`src/rtl/ws2812_pkg.sv`:
```
// ws2812_pkg: shared constants, state type and timing helper for the WS2812
// receive path.
//   WS_BITS_PER_LED  bits per GRB word
//   ws_state_t       receiver frame state
//   ns_to_cycles()   ceil(ns * clk_hz / 1e9)
//   WS_*_CYC         derived cycle counts at the default 50 MHz clock
package ws2812_pkg;

  localparam int unsigned WS_BITS_PER_LED = 24;

  typedef enum logic [1:0] {
    WAIT_IDLE,
    IDLE,
    HIGH,
    LOW
  } ws_state_t;

  function automatic int unsigned ns_to_cycles(input longint unsigned ns,
                                               input longint unsigned clk_hz);
    longint unsigned prod;
    prod = ns * clk_hz + 64'd999_999_999;
    return 32'(prod / 64'd1_000_000_000);
  endfunction

  localparam int unsigned WS_SPLIT_CYC    = ns_to_cycles(625, 50_000_000);
  localparam int unsigned WS_MIN_HIGH_CYC = ns_to_cycles(100, 50_000_000);
  localparam int unsigned WS_MAX_HIGH_CYC = ns_to_cycles(1500, 50_000_000);
  localparam int unsigned WS_LATCH_CYC    = ns_to_cycles(50000, 50_000_000);

endpackage

```
`src/rtl/sync_edge_det.sv`:
```
// sync_edge_det: two-flop synchronizer for an asynchronous input followed by a
// delay flop, producing the synchronized level and single-cycle edge strobes.
//   clk_i    system clock
//   reset_i  synchronous, active-high reset
//   din_i    asynchronous input
//   din_s_o  synchronized level
//   rise_o   high for one cycle when din_s_o goes 0 -> 1
//   fall_o   high for one cycle when din_s_o goes 1 -> 0
module sync_edge_det (
  input  logic clk_i,
  input  logic reset_i,
  input  logic din_i,
  output logic din_s_o,
  output logic rise_o,
  output logic fall_o
);

  logic r_meta;
  logic r_sync;
  logic r_dly;

  always_ff @(posedge clk_i) begin
    if (reset_i) begin
      r_meta <= 1'b0;
      r_sync <= 1'b0;
      r_dly  <= 1'b0;
    end else begin
      r_meta <= din_i;
      r_sync <= r_meta;
      r_dly  <= r_sync;
    end
  end

  assign din_s_o = r_sync;
  assign rise_o  = r_sync & ~r_dly;
  assign fall_o  = ~r_sync & r_dly;

endmodule

```
`src/rtl/ws2812_rx.sv`:
```
// ws2812_rx: decodes a WS2812 NRZ stream into 24-bit GRB words by measuring
// high-pulse widths, detects the latch gap ending a frame, and reports frame
// statistics and timing errors.
//   clk_i         system clock
//   reset_i       synchronous, active-high reset
//   din_i         asynchronous serial input
//   data_o        last decoded word, bit 23 received first
//   index_o       LED index of data_o within the frame
//   valid_o       one-cycle strobe qualifying data_o/index_o
//   frame_done_o  one-cycle strobe on latch gap
//   word_count_o  complete words in the last frame (saturates at NUM_LEDS+1)
//   overflow_o    more than NUM_LEDS words in the current frame
//   err_o         one-cycle strobe on timing error or partial word at latch
//   busy_o        frame in progress
module ws2812_rx
  import ws2812_pkg::*;
#(
  parameter int unsigned NUM_LEDS      = 8,
  parameter int unsigned SYSTEM_CLOCK  = 50_000_000,
  parameter int unsigned T_SPLIT_NS    = 625,
  parameter int unsigned T_MIN_HIGH_NS = 100,
  parameter int unsigned T_MAX_HIGH_NS = 1500,
  parameter int unsigned T_LATCH_NS    = 50000
) (
  input  logic                           clk_i,
  input  logic                           reset_i,
  input  logic                           din_i,
  output logic [WS_BITS_PER_LED-1:0]     data_o,
  output logic [$clog2(NUM_LEDS)-1:0]    index_o,
  output logic                           valid_o,
  output logic                           frame_done_o,
  output logic [$clog2(NUM_LEDS):0]      word_count_o,
  output logic                           overflow_o,
  output logic                           err_o,
  output logic                           busy_o
);

  localparam int unsigned SPLIT_CYC = ns_to_cycles(T_SPLIT_NS, SYSTEM_CLOCK);
  localparam int unsigned MIN_CYC   = ns_to_cycles(T_MIN_HIGH_NS, SYSTEM_CLOCK);
  localparam int unsigned MAX_CYC   = ns_to_cycles(T_MAX_HIGH_NS, SYSTEM_CLOCK);
  localparam int unsigned LATCH_CYC = ns_to_cycles(T_LATCH_NS, SYSTEM_CLOCK);

  localparam int unsigned IW = $clog2(NUM_LEDS);
  localparam int unsigned CW = IW + 1;
  localparam int unsigned HW = $clog2(MAX_CYC + 2);
  localparam int unsigned LW = $clog2(LATCH_CYC + 1);
  localparam int unsigned BW = $clog2(WS_BITS_PER_LED + 1);

  localparam logic [HW-1:0] HI_SPLIT  = HW'(SPLIT_CYC);
  localparam logic [HW-1:0] HI_MIN    = HW'(MIN_CYC);
  localparam logic [HW-1:0] HI_MAX    = HW'(MAX_CYC);
  localparam logic [HW-1:0] HI_SAT    = HW'(MAX_CYC + 1);
  localparam logic [LW-1:0] LO_LATCH  = LW'(LATCH_CYC);
  localparam logic [CW-1:0] WC_LEDS   = CW'(NUM_LEDS);
  localparam logic [CW-1:0] WC_SAT    = CW'(NUM_LEDS + 1);
  localparam logic [BW-1:0] BITS_FULL = BW'(WS_BITS_PER_LED);

  logic w_din_s;
  logic w_rise;
  logic w_fall;

  sync_edge_det u_sync (
    .clk_i   (clk_i),
    .reset_i (reset_i),
    .din_i   (din_i),
    .din_s_o (w_din_s),
    .rise_o  (w_rise),
    .fall_o  (w_fall)
  );

  ws_state_t                  r_state;
  logic [HW-1:0]              r_hi_cnt;
  logic [LW-1:0]              r_lo_cnt;
  logic [BW-1:0]              r_bit_cnt;
  logic [CW-1:0]              r_wcnt;
  logic [WS_BITS_PER_LED-1:0] r_shift;
  logic                       r_pend_valid;
  logic [WS_BITS_PER_LED-1:0] r_pend_word;
  logic [IW-1:0]              r_pend_idx;
  logic [WS_BITS_PER_LED-1:0] r_data;
  logic [IW-1:0]              r_index;
  logic                       r_valid;
  logic                       r_frame_done;
  logic [CW-1:0]              r_word_count;
  logic                       r_overflow;
  logic                       r_err;
  logic                       r_busy;

  logic [LW-1:0] w_lo_next;
  logic          w_lo_latch;

  // Latch fires on the LATCH-th consecutive low cycle itself, so a rise right
  // after LATCH-1 low cycles still continues the frame.
  always_comb begin
    w_lo_next = '0;
    if (!w_din_s) begin
      w_lo_next = (r_lo_cnt == LO_LATCH) ? r_lo_cnt : r_lo_cnt + 1'b1;
    end
    w_lo_latch = !w_din_s && (w_lo_next == LO_LATCH);
  end

  always_ff @(posedge clk_i) begin
    if (reset_i) begin
      r_state      <= WAIT_IDLE;
      r_hi_cnt     <= '0;
      r_lo_cnt     <= '0;
      r_bit_cnt    <= '0;
      r_wcnt       <= '0;
      r_shift      <= '0;
      r_pend_valid <= 1'b0;
      r_pend_word  <= '0;
      r_pend_idx   <= '0;
      r_data       <= '0;
      r_index      <= '0;
      r_valid      <= 1'b0;
      r_frame_done <= 1'b0;
      r_word_count <= '0;
      r_overflow   <= 1'b0;
      r_err        <= 1'b0;
      r_busy       <= 1'b0;
    end else begin
      r_frame_done <= 1'b0;
      r_err        <= 1'b0;

      // Output stage: the completed word is staged for one cycle before it
      // reaches data_o/valid_o.
      r_valid      <= r_pend_valid;
      r_pend_valid <= 1'b0;
      if (r_pend_valid) begin
        r_data  <= r_pend_word;
        r_index <= r_pend_idx;
      end

      if (w_din_s) begin
        if (w_rise) begin
          r_hi_cnt <= HW'(1);
        end else if (r_hi_cnt != HI_SAT) begin
          r_hi_cnt <= r_hi_cnt + 1'b1;
        end
        r_lo_cnt <= '0;
      end else begin
        r_lo_cnt <= w_lo_next;
      end

      // Word completion runs the cycle after the 24th bit was shifted in.
      if (r_bit_cnt == BITS_FULL) begin
        r_bit_cnt <= '0;
        if (r_wcnt < WC_LEDS) begin
          r_pend_valid <= 1'b1;
          r_pend_word  <= r_shift;
          r_pend_idx   <= r_wcnt[IW-1:0];
        end else begin
          r_overflow <= 1'b1;
        end
        if (r_wcnt != WC_SAT) begin
          r_wcnt <= r_wcnt + 1'b1;
        end
      end

      case (r_state)
        WAIT_IDLE: begin
          if (w_lo_latch) begin
            r_state <= IDLE;
          end
        end
        IDLE: begin
          if (w_rise) begin
            r_bit_cnt  <= '0;
            r_wcnt     <= '0;
            r_overflow <= 1'b0;
            r_busy     <= 1'b1;
            r_state    <= HIGH;
          end
        end
        HIGH: begin
          if (r_hi_cnt > HI_MAX) begin
            r_err   <= 1'b1;
            r_busy  <= 1'b0;
            r_state <= WAIT_IDLE;
          end else if (w_fall) begin
            if (r_hi_cnt < HI_MIN) begin
              r_err   <= 1'b1;
              r_busy  <= 1'b0;
              r_state <= WAIT_IDLE;
            end else begin
              r_shift   <= {r_shift[WS_BITS_PER_LED-2:0], (r_hi_cnt >= HI_SPLIT)};
              r_bit_cnt <= r_bit_cnt + 1'b1;
              r_state   <= LOW;
            end
          end
        end
        LOW: begin
          if (w_rise) begin
            r_state <= HIGH;
          end else if (w_lo_latch) begin
            r_frame_done <= 1'b1;
            r_word_count <= r_wcnt;
            r_err        <= (r_bit_cnt != '0);
            r_busy       <= 1'b0;
            r_bit_cnt    <= '0;
            r_shift      <= '0;
            r_state      <= IDLE;
          end
        end
        default: r_state <= WAIT_IDLE;
      endcase
    end
  end

  assign data_o       = r_data;
  assign index_o      = r_index;
  assign valid_o      = r_valid;
  assign frame_done_o = r_frame_done;
  assign word_count_o = r_word_count;
  assign overflow_o   = r_overflow;
  assign err_o        = r_err;
  assign busy_o       = r_busy;

endmodule

```
`config.mk`:
```
export PLATFORM = sky130hd
export DESIGN_NAME = ws2812_rx
export DESIGN_NICKNAME = d
export VERILOG_FILES = /design/src/rtl/ws2812_pkg.sv /design/src/rtl/sync_edge_det.sv /design/src/rtl/ws2812_rx.sv
export SDC_FILE = /design/constraint.sdc
export NUM_CORES = 1
export LEC_CHECK = 0
export CORE_MARGIN = 5
export CORE_UTILIZATION = 55
export DETAILED_ROUTE_END_ITERATION = 12
export PLACE_DENSITY = 0.86
export SLEW_MARGIN = 20
export SYNTH_ARGS = -nofsm -noshare
export SYNTH_HDL_FRONTEND = slang
export SYNTH_SLANG_ARGS = --single-unit
```
`constraint.sdc`:
```
create_clock -name clk_i -period 6 [get_ports clk_i]
set_input_delay 1.2 -clock clk_i [delete_from_list [all_inputs] [get_ports clk_i]]
set_output_delay 1.2 -clock clk_i [all_outputs]
set_load 0.02 [all_outputs]
```
==> load_flow_metrics.sql <==
INSERT INTO impl_metrics (metric_group, metric, value, unit) VALUES
('routing', 'avgRoutedWirePerCell', '14.6', 'µm'),
('synth', 'synth-warning-count', '0', ''),
('synth', 'synth_enable_flop_cells', '0', ''),
('clocking', 'htreeDepth', '4', ''),
('synth', 'synthTopCellsByArea', 'sky130_fd_sc_hd__dfxtp_1, sky130_fd_sc_hd__mux2i_1, sky130_fd_sc_hd__nand2_1', ''),
('clocking', 'cts-resized-gates', '0', ''),
('clocking', 'cts-buffers-inserted', '17', ''),
('routing', 'drt_iter0_markers', '279', ''),
('min_path', 'timing.hold.worst_path_depth', '1', ''),
('grt', 'grt_pass1_wl', '18300', 'µm'),
('synth', 'synth_async_sr_flop_share', '0', '%'),
('critical_path', 'arrival_time_at_the_worst_endpoint', '3520', 'ps'),
('place', 'dp_cells', '700', ''),
('routing', 'route.vias.total', '4159', ''),
('synth', 'syn_area_per_cell', '8.80', 'µm²'),
('routing', 'drc', '0', ''),
('power', 'switchingPower', '467', 'µW'),
('clocking', 'cts_setup_buffers', '0', ''),
('power', 'internal-power', '1490', 'µW'),
('power', 'ir_drop', '0.228', 'mV'),
('critical_path', 'critical_path_peak_fanout', '27', ''),
('critical_path', 'critical_path.reg2reg.endpoint', 'r_bit_cnt[3]', ''),
('sta', 'grt_setup_unrepaired', 'false', ''),
('critical_path', 'critical_path.cell_chain', 'ha_1 > and3b_1 > o41ai_1 > and3_1 > a22o_1 > nand2_1 > a31oi_1', ''),
('routing', 'drt_pre_antenna_iters', '5', ''),
('grt', 'total_global_routing_overflow', '0', ''),
('critical_path', 'req_time_crit_path', '6430', 'ps'),
('finish', 'drive_gt1_share', '8.84', '%'),
('sta', 'finalSetupTns', '0', 'ps'),
('finish', 'finalNetCount', '620', ''),
('sta', 'setup_violations', '0', ''),
('place', 'numPortBuffers', '38', ''),
('critical_path', 'reg2reg_setup_slack', '2910', 'ps'),
('clocking', 'cts.reportedPaths.clkPinSlew', '60', 'ps'),
('synth', 'post_synth_inst_count', '584', ''),
('die', 'dieArea', '11400', 'µm²'),
('critical_path', 'worst_path_max_delay_cell', 'sky130_fd_sc_hd__and3_1', ''),
('critical_path', 'critical_path.endpoint_type', 'flip-flop', ''),
('clocking', 'cts_root_buf', 'sky130_fd_sc_hd__clkbuf_8', ''),
('place', 'dp.final_hpwl', '6570', 'µm'),
('synth', 'synthesis.area', '5140', 'µm²'),
('critical_path', 'timing.critical_path.slowest_cell_delay', '930', 'ps'),
('grt', 'maximum_number_of_pins_on_one_net_before_global_route_repair', '98', ''),
('die', 'io_pins', '39', ''),
('power', 'proportion_of_power_drawn_by_flip_flops_and_latches', '44.4', '%'),
('synth', 'synth_fp_nets', '595', ''),
('critical_path', 'timing.critical_path.from_type', 'flip-flop', ''),
('power', 'p_sw_share', '23.8', '%'),
('routing', 'detail-route-antenna-nets', '0', ''),
('min_path', 'holdCritPathClass', 'reg2reg', ''),
('sta', 'report.final.hold_viol_count', '0', ''),
('finish', 'syn2layout_area_growth', '19.1', '%'),
('sta', 'max_slew_margin', '32.4', '%'),
('routing', 'route.detailed.vias_per_inst', '5.67', ''),
('clocking', 'cts_hold_buffers', '0', ''),
('run', 'maxCapViolCount', '0', ''),
('run_status', 'run_status', 'finished, final reports clean', ''),
('die', 'floorplan.core_area', '9150', 'µm²'),
('power', 'gate_power_share', '5.0', '%'),
('place', 'place.gp.congestion', '0.892', ''),
('power', 'clock_power_share', '50.6', '%'),
('grt', 'via_count_of_the_first_global_routing_pass', '3995', ''),
('grt', 'globalRouteTotalUtil', '19.7', '%'),
('critical_path', 'worst_setup_path_end', 'r_bit_cnt[3]', ''),
('die', 'floorplan.die.height', '107', 'µm'),
('clocking', 'cts-root-to-sink-buffers', '2', ''),
('sta', 'fmax', '324', 'MHz'),
('power', 'power_per_cell_area', '320', 'nW/µm²'),
('synth', 'distinct_cell_type_count_after_synthesis', '51', ''),
('synth', 'synth.yosys.seq_area_share', '47.2', '%'),
('sta', 'timing.clock.skew', '6.86', 'ps');
-- synthesized netlist by cell type (11+ instances only) --
master and number:
sky130_fd_sc_hd__a21oi_1 40, sky130_fd_sc_hd__a22oi_1 23, sky130_fd_sc_hd__clkbuf_1 29, sky130_fd_sc_hd__dfxtp_1 121, sky130_fd_sc_hd__inv_1 38, sky130_fd_sc_hd__mux2i_1 35, sky130_fd_sc_hd__nand2_1 86, sky130_fd_sc_hd__nand3_1 12
sky130_fd_sc_hd__nor2_1 55, sky130_fd_sc_hd__o21ai_0 13, sky130_fd_sc_hd__o22ai_1 14, sky130_fd_sc_hd__xor2_1 11
-- worst min path at each step --
stage,end,slack [ps],from
floorplan,u_sync.din_s_o,410,u_sync.r_meta
global placement,u_sync.din_s_o,430,u_sync.r_meta
detailed placement,u_sync.din_s_o,440,u_sync.r_meta
CTS,r_pend_word[14],460,r_pend_word[14]
global route,r_pend_word[14],470,r_pend_word[14]
finish,u_sync.din_s_o,450,u_sync.r_meta
-- layout by cell type, fill, tap and decap left out, drive strengths merged, types with 3 or more instances in the layout --
| cell type | instances |
|---|---|
| a211oi | 3 |
| a21oi | 40 |
| a22oi | 23 |
| a31oi | 3 |
| and3 | 4 |
| buf | 5 |
| clkbuf | 18 |
| clkdlybuf4s50 | 37 |
| clkinv | 5 |
| clkinvlp | 3 |
| dfxtp | 121 |
| ha | 8 |
| inv | 43 |
| mux2i | 35 |
| nand2 | 86 |
| nand2b | 4 |
| nand3 | 13 |
| nand4 | 10 |
| nor2 | 55 |
| nor2b | 10 |
| nor3 | 7 |
| nor4 | 3 |
| o21a | 3 |
| o21ai | 14 |
| o22ai | 24 |
| o41ai | 3 |
| or3 | 3 |
| xnor2 | 5 |
| xor2 | 11 |
-- cell families (layout without fill, tap and decap cells) --
group / Yosys count / in the layout / synth area share, %
buffers and inverters: 75 / 113 / 6.02
DFF: 121 / 121 / 47.2
xor gates and xnor gates: 16 / 16 / 2.73
muxes: 35 / 35 / 6.82
AOI/OAI and AO/OA: 127 / 127 / 17.4
adders and majority gates: 8 / 8 / 1.95
and+or+nand+nor: 202 / 202 / 17.9
-- metrics by stage --
stage	hold WS, ps	utilization (%)	setup WS, ps	power (µW)	cell area [µm²]
final	450	66.8	2910	1960	6120
after global routing	474	66.8	2760	2030	6120
after detailed placement	435	60.2	2870	980	5510
after global placement	431	60.2	2940	974	5510
after CTS	455	66.7	3030	1970	6100
after floorplan	414	-	3680	962	5140
-- critical path: cells and delay by family (launching register included) --
| family | cells | cell delay [ps] |
|---|---|---|
| AO/OA/AOI/OAI | 3 | 1110 |
| adder cells (fa/ha/maj) | 1 | 250 |
| flip-flops | 1 | 450 |
| AND/OR/NAND/NOR | 3 | 1180 |
-- power by group through the flow --
stage	Sequential, µW	Clock [µW]	Combinational [µW]
2_1_floorplan	877	0	85.3
3_3_place_gp	883	0	91.1
3_5_place_dp	884	0	96.0
4_1_cts	868	1000	98.9
5_1_grt	874	1050	111
6_report	870	991	98.8
-- sequential cells by signal, indices dropped and copies added, names as in the netlist, 2 cells and up --
signal / cells
r_shift: 24
r_hi_cnt: 7
word_count_o: 4
r_bit_cnt: 5
r_lo_cnt: 12
index_o: 3
r_pend_idx: 3
r_state: 2
r_wcnt: 4
data_o: 24
r_pend_word: 24
-- layer usage --
metal | vias to the layer above | part of all wire [%] | GRT usage (%) | routed length, µm
li1 | 2064 | - | - | -
met3 | 24 | 5.0 | 5.24 | 533
met1 | 1953 | 44 | 24.2 | 4700
met4 | 0 | 2.3 | 8.77 | 242
met2 | 118 | 49 | 32.5 | 5230
met5 | - | 0 | 0 | 0
-- layout make-up --
class | instances | area [µm²]
fillers | 665 | 3030
flip-flops and latches | 121 | 2420
multi-input cells | 388 | 2410
clock buffers | 18 | 428
repair buffers | 42 | 415
clock inverters | 14 | 161
inverters | 39 | 146
well taps | 111 | 139
Power figures use the tool's default switching activity.
